<file path="src/rtl/lsu_pkg.sv">
// Shared constants, FSM state type and size helper for the load/store aligner.
package lsu_pkg;

  localparam logic [2:0] F3_B  = 3'd0;
  localparam logic [2:0] F3_H  = 3'd1;
  localparam logic [2:0] F3_W  = 3'd2;
  localparam logic [2:0] F3_BU = 3'd4;
  localparam logic [2:0] F3_HU = 3'd5;

  typedef enum logic [1:0] {
    IDLE,
    ACC0,
    ACC1,
    RESP
  } lsu_state_e;

  // Access size in bytes; funct3[2] only selects zero-extension.
  function automatic logic [2:0] size_of(input logic [2:0] funct3);
    case (funct3[1:0])
      2'd0:    return 3'd1;
      2'd1:    return 3'd2;
      default: return 3'd4;
    endcase
  endfunction

endpackage

</file>
<file path="src/rtl/lsu_lane_align.sv">
// Combinational byte-lane steering: store data/mask placement across two words
// and load byte selection with sign/zero extension.
module lsu_lane_align
  import lsu_pkg::*;
(
  input  logic [31:0] wdata_i,
  input  logic [1:0]  off_i,
  input  logic [2:0]  size_i,
  input  logic [2:0]  funct3_i,
  input  logic [63:0] rdata_i,
  output logic [63:0] lane_o,
  output logic [7:0]  mask_o,
  output logic [31:0] ldata_o
);

  logic [7:0]  base_mask;
  logic [31:0] raw;

  always_comb begin
    case (size_i)
      3'd1:    base_mask = 8'h01;
      3'd2:    base_mask = 8'h03;
      default: base_mask = 8'h0F;
    endcase
    mask_o = base_mask << off_i;
    lane_o = {32'h0, wdata_i} << {off_i, 3'b000};
  end

  always_comb begin
    raw = 32'(rdata_i >> {off_i, 3'b000});
    case (funct3_i)
      F3_B:    ldata_o = {{24{raw[7]}}, raw[7:0]};
      F3_H:    ldata_o = {{16{raw[15]}}, raw[15:0]};
      F3_BU:   ldata_o = {24'h0, raw[7:0]};
      F3_HU:   ldata_o = {16'h0, raw[15:0]};
      default: ldata_o = raw;
    endcase
  end

endmodule

</file>
<file path="src/rtl/lsu_align_ctrl.sv">
// RV32 load/store sequencer: splits word-crossing accesses into two memory cycles.
// Build option: define LSU_MISALIGN_TRAP_EN to report misaligned accesses as errors.
module lsu_align_ctrl
  import lsu_pkg::*;
#(
  parameter int unsigned DMEM_WORDS = 4096
) (
  input  logic        clk,
  input  logic        reset,
  input  logic        req_valid,
  output logic        req_ready,
  input  logic        req_store,
  input  logic [2:0]  req_funct3,
  input  logic [31:0] req_addr,
  input  logic [31:0] req_wdata,
  output logic        rsp_valid,
  output logic [31:0] rsp_data,
  output logic        rsp_err,
  output logic [31:0] daddr,
  output logic [31:0] dwdata,
  output logic [3:0]  dwe,
  input  logic [31:0] drdata
);

  lsu_state_e  state_q, state_d;
  logic        store_q;
  logic [2:0]  f3_q;
  logic [1:0]  off_q;
  logic [2:0]  size_q;
  logic        cross_q;
  logic [29:0] word0_q;
  logic [31:0] wdata_q;
  logic [31:0] rd0_q, rd0_d;
  logic [31:0] rsp_data_q, rsp_data_d;
  logic        rsp_err_q, rsp_err_d;

  logic [1:0]  req_off;
  logic [2:0]  req_size;
  logic        req_cross;
  logic [29:0] req_word0, req_word1;
  logic        req_illegal, req_oor, req_misalign, req_bad;

  logic [63:0] rdata64, lane64;
  logic [7:0]  mask8;
  logic [31:0] ldata;

  always_comb begin
    req_off   = req_addr[1:0];
    req_size  = size_of(req_funct3);
    req_cross = ({1'b0, req_off} + req_size) > 3'd4;
    req_word0 = req_addr[31:2];
    req_word1 = req_word0 + 30'd1;
    if (req_store) req_illegal = req_funct3 > F3_W;
    else           req_illegal = (req_funct3 == 3'd3) || (req_funct3 >= 3'd6);
    req_oor = ({2'b00, req_word0} >= DMEM_WORDS) ||
              (req_cross && ({2'b00, req_word1} >= DMEM_WORDS));
`ifdef LSU_MISALIGN_TRAP_EN
    case (req_size)
      3'd2:    req_misalign = req_off[0];
      3'd4:    req_misalign = |req_off;
      default: req_misalign = 1'b0;
    endcase
`else
    req_misalign = 1'b0;
`endif
    req_bad = req_illegal || req_oor || req_misalign;
  end

  // Second cycle merges the live upper word with the byte(s) captured in ACC0.
  assign rdata64 = (state_q == ACC1) ? {drdata, rd0_q} : {32'h0, drdata};

  lsu_lane_align u_lane (
    .wdata_i (wdata_q),
    .off_i   (off_q),
    .size_i  (size_q),
    .funct3_i(f3_q),
    .rdata_i (rdata64),
    .lane_o  (lane64),
    .mask_o  (mask8),
    .ldata_o (ldata)
  );

  always_comb begin
    state_d    = state_q;
    rd0_d      = rd0_q;
    rsp_data_d = rsp_data_q;
    rsp_err_d  = rsp_err_q;
    req_ready  = 1'b0;
    rsp_valid  = 1'b0;
    daddr      = '0;
    dwdata     = '0;
    dwe        = '0;
    case (state_q)
      IDLE: begin
        req_ready = 1'b1;
        if (req_valid) begin
          if (req_bad) begin
            state_d    = RESP;
            rsp_err_d  = 1'b1;
            rsp_data_d = '0;
          end else begin
            state_d = ACC0;
          end
        end
      end
      ACC0: begin
        daddr  = {word0_q, 2'b00};
        dwdata = lane64[31:0];
        dwe    = store_q ? mask8[3:0] : 4'h0;
        rd0_d  = drdata;
        if (cross_q) begin
          state_d = ACC1;
        end else begin
          state_d    = RESP;
          rsp_err_d  = 1'b0;
          rsp_data_d = store_q ? 32'h0 : ldata;
        end
      end
      ACC1: begin
        daddr      = {word0_q + 30'd1, 2'b00};
        dwdata     = lane64[63:32];
        dwe        = store_q ? mask8[7:4] : 4'h0;
        state_d    = RESP;
        rsp_err_d  = 1'b0;
        rsp_data_d = store_q ? 32'h0 : ldata;
      end
      RESP: begin
        rsp_valid = 1'b1;
        state_d   = IDLE;
      end
      default: state_d = IDLE;
    endcase
  end

  always_ff @(posedge clk or posedge reset) begin
    if (reset) begin
      state_q    <= IDLE;
      store_q    <= 1'b0;
      f3_q       <= '0;
      off_q      <= '0;
      size_q     <= '0;
      cross_q    <= 1'b0;
      word0_q    <= '0;
      wdata_q    <= '0;
      rd0_q      <= '0;
      rsp_data_q <= '0;
      rsp_err_q  <= 1'b0;
    end else begin
      state_q    <= state_d;
      rd0_q      <= rd0_d;
      rsp_data_q <= rsp_data_d;
      rsp_err_q  <= rsp_err_d;
      if (req_valid && req_ready) begin
        store_q <= req_store;
        f3_q    <= req_funct3;
        off_q   <= req_off;
        size_q  <= req_size;
        cross_q <= req_cross;
        word0_q <= req_word0;
        wdata_q <= req_wdata;
      end
    end
  end

  assign rsp_data = rsp_data_q;
  assign rsp_err  = rsp_err_q;

endmodule

</file>
<file path="config.mk">
export PLATFORM = sky130hd
export DESIGN_NAME = lsu_align_ctrl
export DESIGN_NICKNAME = d
export VERILOG_FILES = /design/src/rtl/lsu_pkg.sv /design/src/rtl/lsu_lane_align.sv /design/src/rtl/lsu_align_ctrl.sv
export SDC_FILE = /design/constraint.sdc
export NUM_CORES = 1
export LEC_CHECK = 0
export CAP_MARGIN = 10
export CORE_MARGIN = 5
export CORE_UTILIZATION = 40
export CTS_BUF_LIST = sky130_fd_sc_hd__clkbuf_4
export DETAILED_ROUTE_END_ITERATION = 12
export PLACE_DENSITY = 0.66
export SYNTH_ARGS = -nofsm -noshare
export SYNTH_HDL_FRONTEND = slang
export SYNTH_SLANG_ARGS = --single-unit
</file>
<file path="constraint.sdc">
create_clock -name clk -period 5.5 [get_ports clk]
set_input_delay 0.825 -clock clk [delete_from_list [all_inputs] [get_ports clk]]
set_output_delay 0.825 -clock clk [all_outputs]
set_load 0.01 [all_outputs]
</file>
After elaboration in Yosys (flattened, before gate mapping)
Cells that the tools add are included.
Widths: inputs -> output; s select.
{"block": "totals", "out_inout_bits": 103, "regBits": 139}
{"block": "op_classes", "n_shift": 3, "mux": 25, "n_eq_ne": 13, "n_reduce_logical": 10, "n_lt_le_gt_ge": 5, "add_sub_neg": 3}
{"operator": "$mux 32", "n": 4}
{"operator": "$pmux 32 s2", "n": 2}
{"operator": "$pmux 32 s4", "n": 1}
{"operator": "$pmux 32 s3", "n": 1}
{"operator": "$mux 64", "n": 1}
{"operator": "$shl 32x5->64", "n": 1}
{"operator": "$shr 64x5->32", "n": 1}
{"operator": "$add 30x1->30 const B", "n": 2}
{"operator": "$ge 30x13->1 const B", "n": 2}
{"operator": "$pmux 4 s2", "n": 2}
{"operator": "$mux 4", "n": 2}
{"operator": "$pmux 2 s4", "n": 1}
{"operator": "$shl 4x2->8", "n": 1}
{"operator": "$mux 1", "n": 7}
{"operator": "$eq 3x1->1 const B", "n": 2}
{"operator": "$eq 3x2->1 const B", "n": 2}
{"operator": "$eq 3x3->1 const B", "n": 2}
{"operator": "$ne 2x2->1 const B", "n": 3}
{"operator": "$pmux 3 s2", "n": 1}
{"operator": "$eq 2x1->1 const B", "n": 2}
{"operator": "$eq 2x2->1 const B", "n": 2}
{"operator": "$logic_not 2->1", "n": 2}
{"operator": "$mux 2", "n": 2}
{"operator": "$reduce_and 4->1", "n": 1}
{"operator": "other kinds (9)", "n": 12}

Depth between registers and ports, before layout
{"block": "logic_depth", "depth_word": 10, "depth_mapped": 12, "ltp_nobuf": 8}

Cells and area by module
Synthesis repeated with hierarchy kept, for this count alone.
{"block": "unflattened", "cells_unflattened": 992, "area_unflattened_um2": 9706.8}
{"mod": "lsu_align_ctrl", "cells_each": 733, "n_inst": 1, "area_per_inst_um2": 7810.0, "seq_area_each_um2": 3478.3}
{"mod": "lsu_lane_align", "cells_each": 259, "n_inst": 1, "area_per_inst_um2": 1896.8, "seq_area_each_um2": 0.0}

Least setup slack after synthesis
Ideal clock, no wire load.
{"block": "synth_path", "path_type": "register to output", "startpoint": "register state_q[0]", "endpoint": "output daddr[11]", "required_ns": 4.675, "t_arrival_ns": 2.140, "stages_incl_launch_ff": 10, "slack_ns": 2.535, "cell_sequence": "dfrtp_1 inv_1 ha_1 buf_4 buf_4 buf_4 buf_4 inv_1 or4_1 a21boi_0"}
{"block": "synth_between", "elab_chain_len": 2, "word_cells_on_any_way": 3, "cone_classes": "eq/ne (2); mux (1)"}
{"element": "from (decl)", "line": "lsu_align_ctrl.sv:25", "source": "lsu_state_e state_q, state_d;"}
{"element": "from (signal assigned)", "line": "lsu_align_ctrl.sv:149", "source": "state_q <= state_d;"}
{"element": "$eq 2x2->1 or $eq 2x1->1 (tied branches)", "line": "lsu_align_ctrl.sv:93", "source": "case (state_q)"}
{"element": "$pmux 32 s2 (*)", "line": "lsu_align_ctrl.sv:93"}
{"element": "to (decl)", "line": "lsu_align_ctrl.sv:19", "source": "output logic [31:0] daddr,"}
Mark *: on every way between the ends. The rest lies on a longest branch, timed or not.

Worst setup path after layout
{"block": "layout_path", "startpoint": "register state_q[1]", "endpoint": "output dwdata[0]"}
{"block": "layout_between", "elab_chain_len": 2, "word_cells_on_any_way": 3, "cone_classes": "eq/ne (2); mux (1)"}
{"element": "$eq 2x2->1 or $eq 2x1->1 (tied branches)", "line": "lsu_align_ctrl.sv:93"}
{"element": "$pmux 32 s2 (*)", "line": "lsu_align_ctrl.sv:93"}
{"element": "to (decl)", "line": "lsu_align_ctrl.sv:20", "source": "output logic [31:0] dwdata,"}
Marked as above.

==> results.sh <==
export IMPL_status="finished, final reports clean"
export IMPL_timing_fmax_mhz=228
export IMPL_postSynthAreaPerCell_um2=9.84
export IMPL_r2r_end="rsp_data[29]$_DFFE_PP0P_"
export IMPL_worstHoldEndpoint="rd0_q[22]$_DFFE_PP0P_"
export IMPL_n_fill_cell=2039
export IMPL_cp_end_kind="primary output"
export IMPL_via_count=7599
export IMPL_dr_pass1_iters=5
export IMPL_ant_nets=0
export IMPL_synth_compound_area_share_pct=13.9
export IMPL_required_ns=4.68
export IMPL_start_util_pct=40.7
export IMPL_setup_violations=0
export IMPL_hold_path_class="flop to flop"
export IMPL_worstPathMaxFanout=16
export IMPL_ys_warn_count=0
export IMPL_critPathTopFamily="simple AND/OR/NAND/NOR gates"
export IMPL_synthMuxAreaShare_pct=27.1
export IMPL_syn_area_um2=8900
export IMPL_htreeDepth=4
export IMPL_slowest_stage="nor2b_1"
export IMPL_dpl_cell_count=1326
export IMPL_coreArea_um2=21900
export IMPL_finalCritPeriodShare_pct=79.8
export IMPL_drv_cap=0
export IMPL_grt_start_max_net_pins=103
export IMPL_seq_area_frac_synth_pct=39.1
export IMPL_area_growth_pct=26.9
export IMPL_post_cts_resized=0
export IMPL_viasPerCell=5.59
export IMPL_dieArea_um2=25300
export IMPL_cts_tree="done"
export IMPL_io_pins=206
export IMPL_cts_buffers_inserted=17
export IMPL_p_leak_nw=4.45
export IMPL_clockBufferDepth=2
export IMPL_grt_pass1_wl_um=42200
export IMPL_final_cells=1359
export IMPL_arrival_ns=3.56
export IMPL_grt_ovfl_total=0
export IMPL_power_density_nw_per_um2=564
export IMPL_post_cts_repair_setup_buffers=0
export IMPL_port_buffers=203
export IMPL_cpPeakStageDelay_ns=0.75
export IMPL_whs_ns=0.516
export IMPL_hold_depth=1
export IMPL_wl_per_cell_um=19.4
export IMPL_critPathLaunchType="flop"
export IMPL_gp_congestion=0.810
export IMPL_stdcell_area_um2=11300
export IMPL_finalHoldViolCount=0
export IMPL_wl_um=26400
export IMPL_period_needed_ns=4.39
export IMPL_finClkSkew_ns=0.0200
export IMPL_die_w_um=159
export IMPL_rrSetupSlack_ns=2.02
export IMPL_design_power_total_mw=6.37
export IMPL_antenna_found_initial=5
export IMPL_cts_sinks=139
export IMPL_dpl_hpwl_um=19000
export IMPL_yosys_area_share_adder_pct=1.21
export IMPL_synth_seq_cells=139
export IMPL_cp_buffers_inverters=2
export IMPL_worstHoldStart="rd0_q[22]$_DFFE_PP0P_"
export IMPL_cts_root_buf="clkbuf_4"
export IMPL_finalMaxSlewViolations=0
export IMPL_synthDistinctLibCells=57
export IMPL_clkSlewWorstSetupHoldPaths_ns=0.13
export IMPL_place_ws_ns=1.50
export IMPL_drc=0
export IMPL_synthXorXnorAreaFrac_pct=0.787
export IMPL_path_cells="inv_1 -> ha_2 -> nor2b_1 -> a22o_1 -> nand2_1 -> a21boi_0 -> clkdlybuf4s50_1"
export IMPL_post_route_util_pct=51.6
export IMPL_grt_use_total_pct=20.4
export IMPL_netlist_instances=904
export IMPL_clock_latency_ns=0.57
export IMPL_timing_setup_tns_ns=0
export IMPL_vdd_ir_drop_worst_mv=0.290
export IMPL_setup_slack_ns=1.11
export IMPL_drive_gt1_share_pct=18.9
export IMPL_grt_pass1_vias=7456
export IMPL_worst_pin_slew_ns=1.11
export IMPL_fp_dieH_um=159
export IMPL_drt_iter0_drc=462
export IMPL_relSlewSlack_pct=26.1
export IMPL_dpl_cell_area_um2=11000
export IMPL_reg2reg_depth=7
export IMPL_std_cell_rows=54
export IMPL_synth_simple_gate_area_share_pct=13.8
export IMPL_holdBufCountCts=0
export IMPL_synth_top_family_by_area="multiplexers"
export IMPL_r2r_start="off_q[0]$_DFFE_PP0P_"
export IMPL_final_nets=1176
export IMPL_rsz0062_at_grt="false"
export IMPL_setup_worst_path_class="flop to primary output"
[area by class of cell]
type	instances	area [µm²]	area share [%]
antenna	2	5.00	0.0443
clock buffer	18	135	1.20
clock inverter	13	104	0.920
inverter	10	42.5	0.377
multi-input combinational	686	5080	45.0
sequential	139	3480	30.9
tap	280	350	3.10
timing repair buffer	211	2090	18.5
[layer usage]
layer	vias up	wire, µm	GRT usage [%]
li1	3613	-	-
met1	3731	12000	28.1
met2	220	12600	32.9
met3	29	1340	3.83
met4	6	406	5.74
met5	-	34	0
[cells in the mapped netlist, drive strengths merged]
| master | count | area (µm²) |
|---|---|---|
| and4 | 3 | 26.3 |
| nor4 | 8 | 65.1 |
| nand3 | 28 | 153 |
| or3 | 2 | 12.5 |
| o221ai | 1 | 8.76 |
| a21oi | 47 | 239 |
| fa | 1 | 20.0 |
| nand2 | 67 | 251 |
| o22ai | 14 | 93.8 |
| nand4b | 1 | 8.76 |
| mux4 | 8 | 180 |
| a22o | 3 | 26.3 |
| a211oi | 16 | 120 |
| o31ai | 2 | 15.0 |
| nand4 | 14 | 93.8 |
| mux2 | 141 | 1590 |
| a32oi | 1 | 8.76 |
| buf | 33 | 184 |
| a31oi | 6 | 37.5 |
| clkbuf | 37 | 139 |
| a21boi | 6 | 45.0 |
| a211o | 1 | 8.76 |
| conb | 1 | 3.75 |
| nor3b | 2 | 15.0 |
| and3 | 3 | 18.8 |
| o21ai | 92 | 464 |
| nand2b | 4 | 25.0 |
| mux2i | 64 | 641 |
| inv | 10 | 37.5 |
| o21a | 5 | 37.5 |
| nor3 | 10 | 55.1 |
| dfrtp | 139 | 3480 |
| nor2 | 55 | 206 |
| xor2 | 8 | 70.1 |
| a21o | 2 | 15.0 |
| a32o | 3 | 30.0 |
| or4 | 1 | 7.51 |
| o2111a | 1 | 11.3 |
| nor2b | 18 | 113 |
| and2 | 27 | 169 |
| ha | 7 | 87.6 |
| a22oi | 9 | 67.6 |
| a221o | 1 | 10.0 |
| or2 | 2 | 12.5 |
[sequential cells by signal, summed over array words and instances (netlist names)]
| signal | count |
|---|---|
| cross_q | 1 |
| f3_q | 3 |
| off_q | 2 |
| rd0_q | 32 |
| rsp_data | 32 |
| rsp_err | 1 |
| size_q | 3 |
| state_q | 2 |
| store_q | 1 |
| wdata_q | 32 |
| word0_q | 30 |
[placed cells by master, fill, tap and decap left out, types with 4 or more instances in the layout]
| cell type | count |
|---|---|
| a211oi_1 | 16 |
| a21boi_0 | 6 |
| a21oi_1 | 46 |
| a22oi_1 | 9 |
| a31oi_1 | 6 |
| and2_1 | 25 |
| buf_4 | 8 |
| clkbuf_4 | 18 |
| clkdlybuf4s50_1 | 203 |
| clkinv_2 | 6 |
| dfrtp_1 | 137 |
| ha_1 | 5 |
| inv_1 | 7 |
| mux2_2 | 141 |
| mux2i_1 | 64 |
| mux4_2 | 8 |
| nand2_1 | 67 |
| nand2b_1 | 4 |
| nand3_1 | 27 |
| nand4_1 | 13 |
| nor2_1 | 55 |
| nor2b_1 | 18 |
| nor3_1 | 9 |
| nor4_1 | 7 |
| o21a_1 | 5 |
| o21ai_0 | 90 |
| o22ai_1 | 13 |
| xor2_1 | 8 |
[how the worst max path moves through the flow]
stage	startpoint	endpoint	depth (start not counted)
after floorplan	reset	cross_q$_DFFE_PP0P_	1
after global placement	req_funct3[1]	rsp_data[20]$_DFFE_PP0P_	9
after global routing	state_q[1]$_DFFE_PP0N_	daddr[15]	6
after detailed placement	req_funct3[1]	rsp_data[21]$_DFFE_PP0P_	9
after CTS	state_q[0]$_DFFE_PP0N_	daddr[15]	6
final	state_q[1]$_DFFE_PP0N_	dwdata[0]	7
[power by group]
| group | total [mW] | switching, mW | internal (mW) |
|---|---|---|---|
| sequential | 2.05 | 0.566 | 1.48 |
| combinational | 3.70 | 1.82 | 1.89 |
| clock | 0.619 | 0.398 | 0.221 |
| total | 6.37 | 2.78 | 3.59 |
[kinds of logic (layout without fill, tap and decap cells)]
family          Yosys count  count (layout)
simple gates            245             245
compound gates          210             210
other cells               1               4
flops                   139             139
xor+xnor                  8               8
mux                     213             213
fa+ha+maj                 8               8
buf+inv                  80             252
Power figures use the tool's default switching activity.
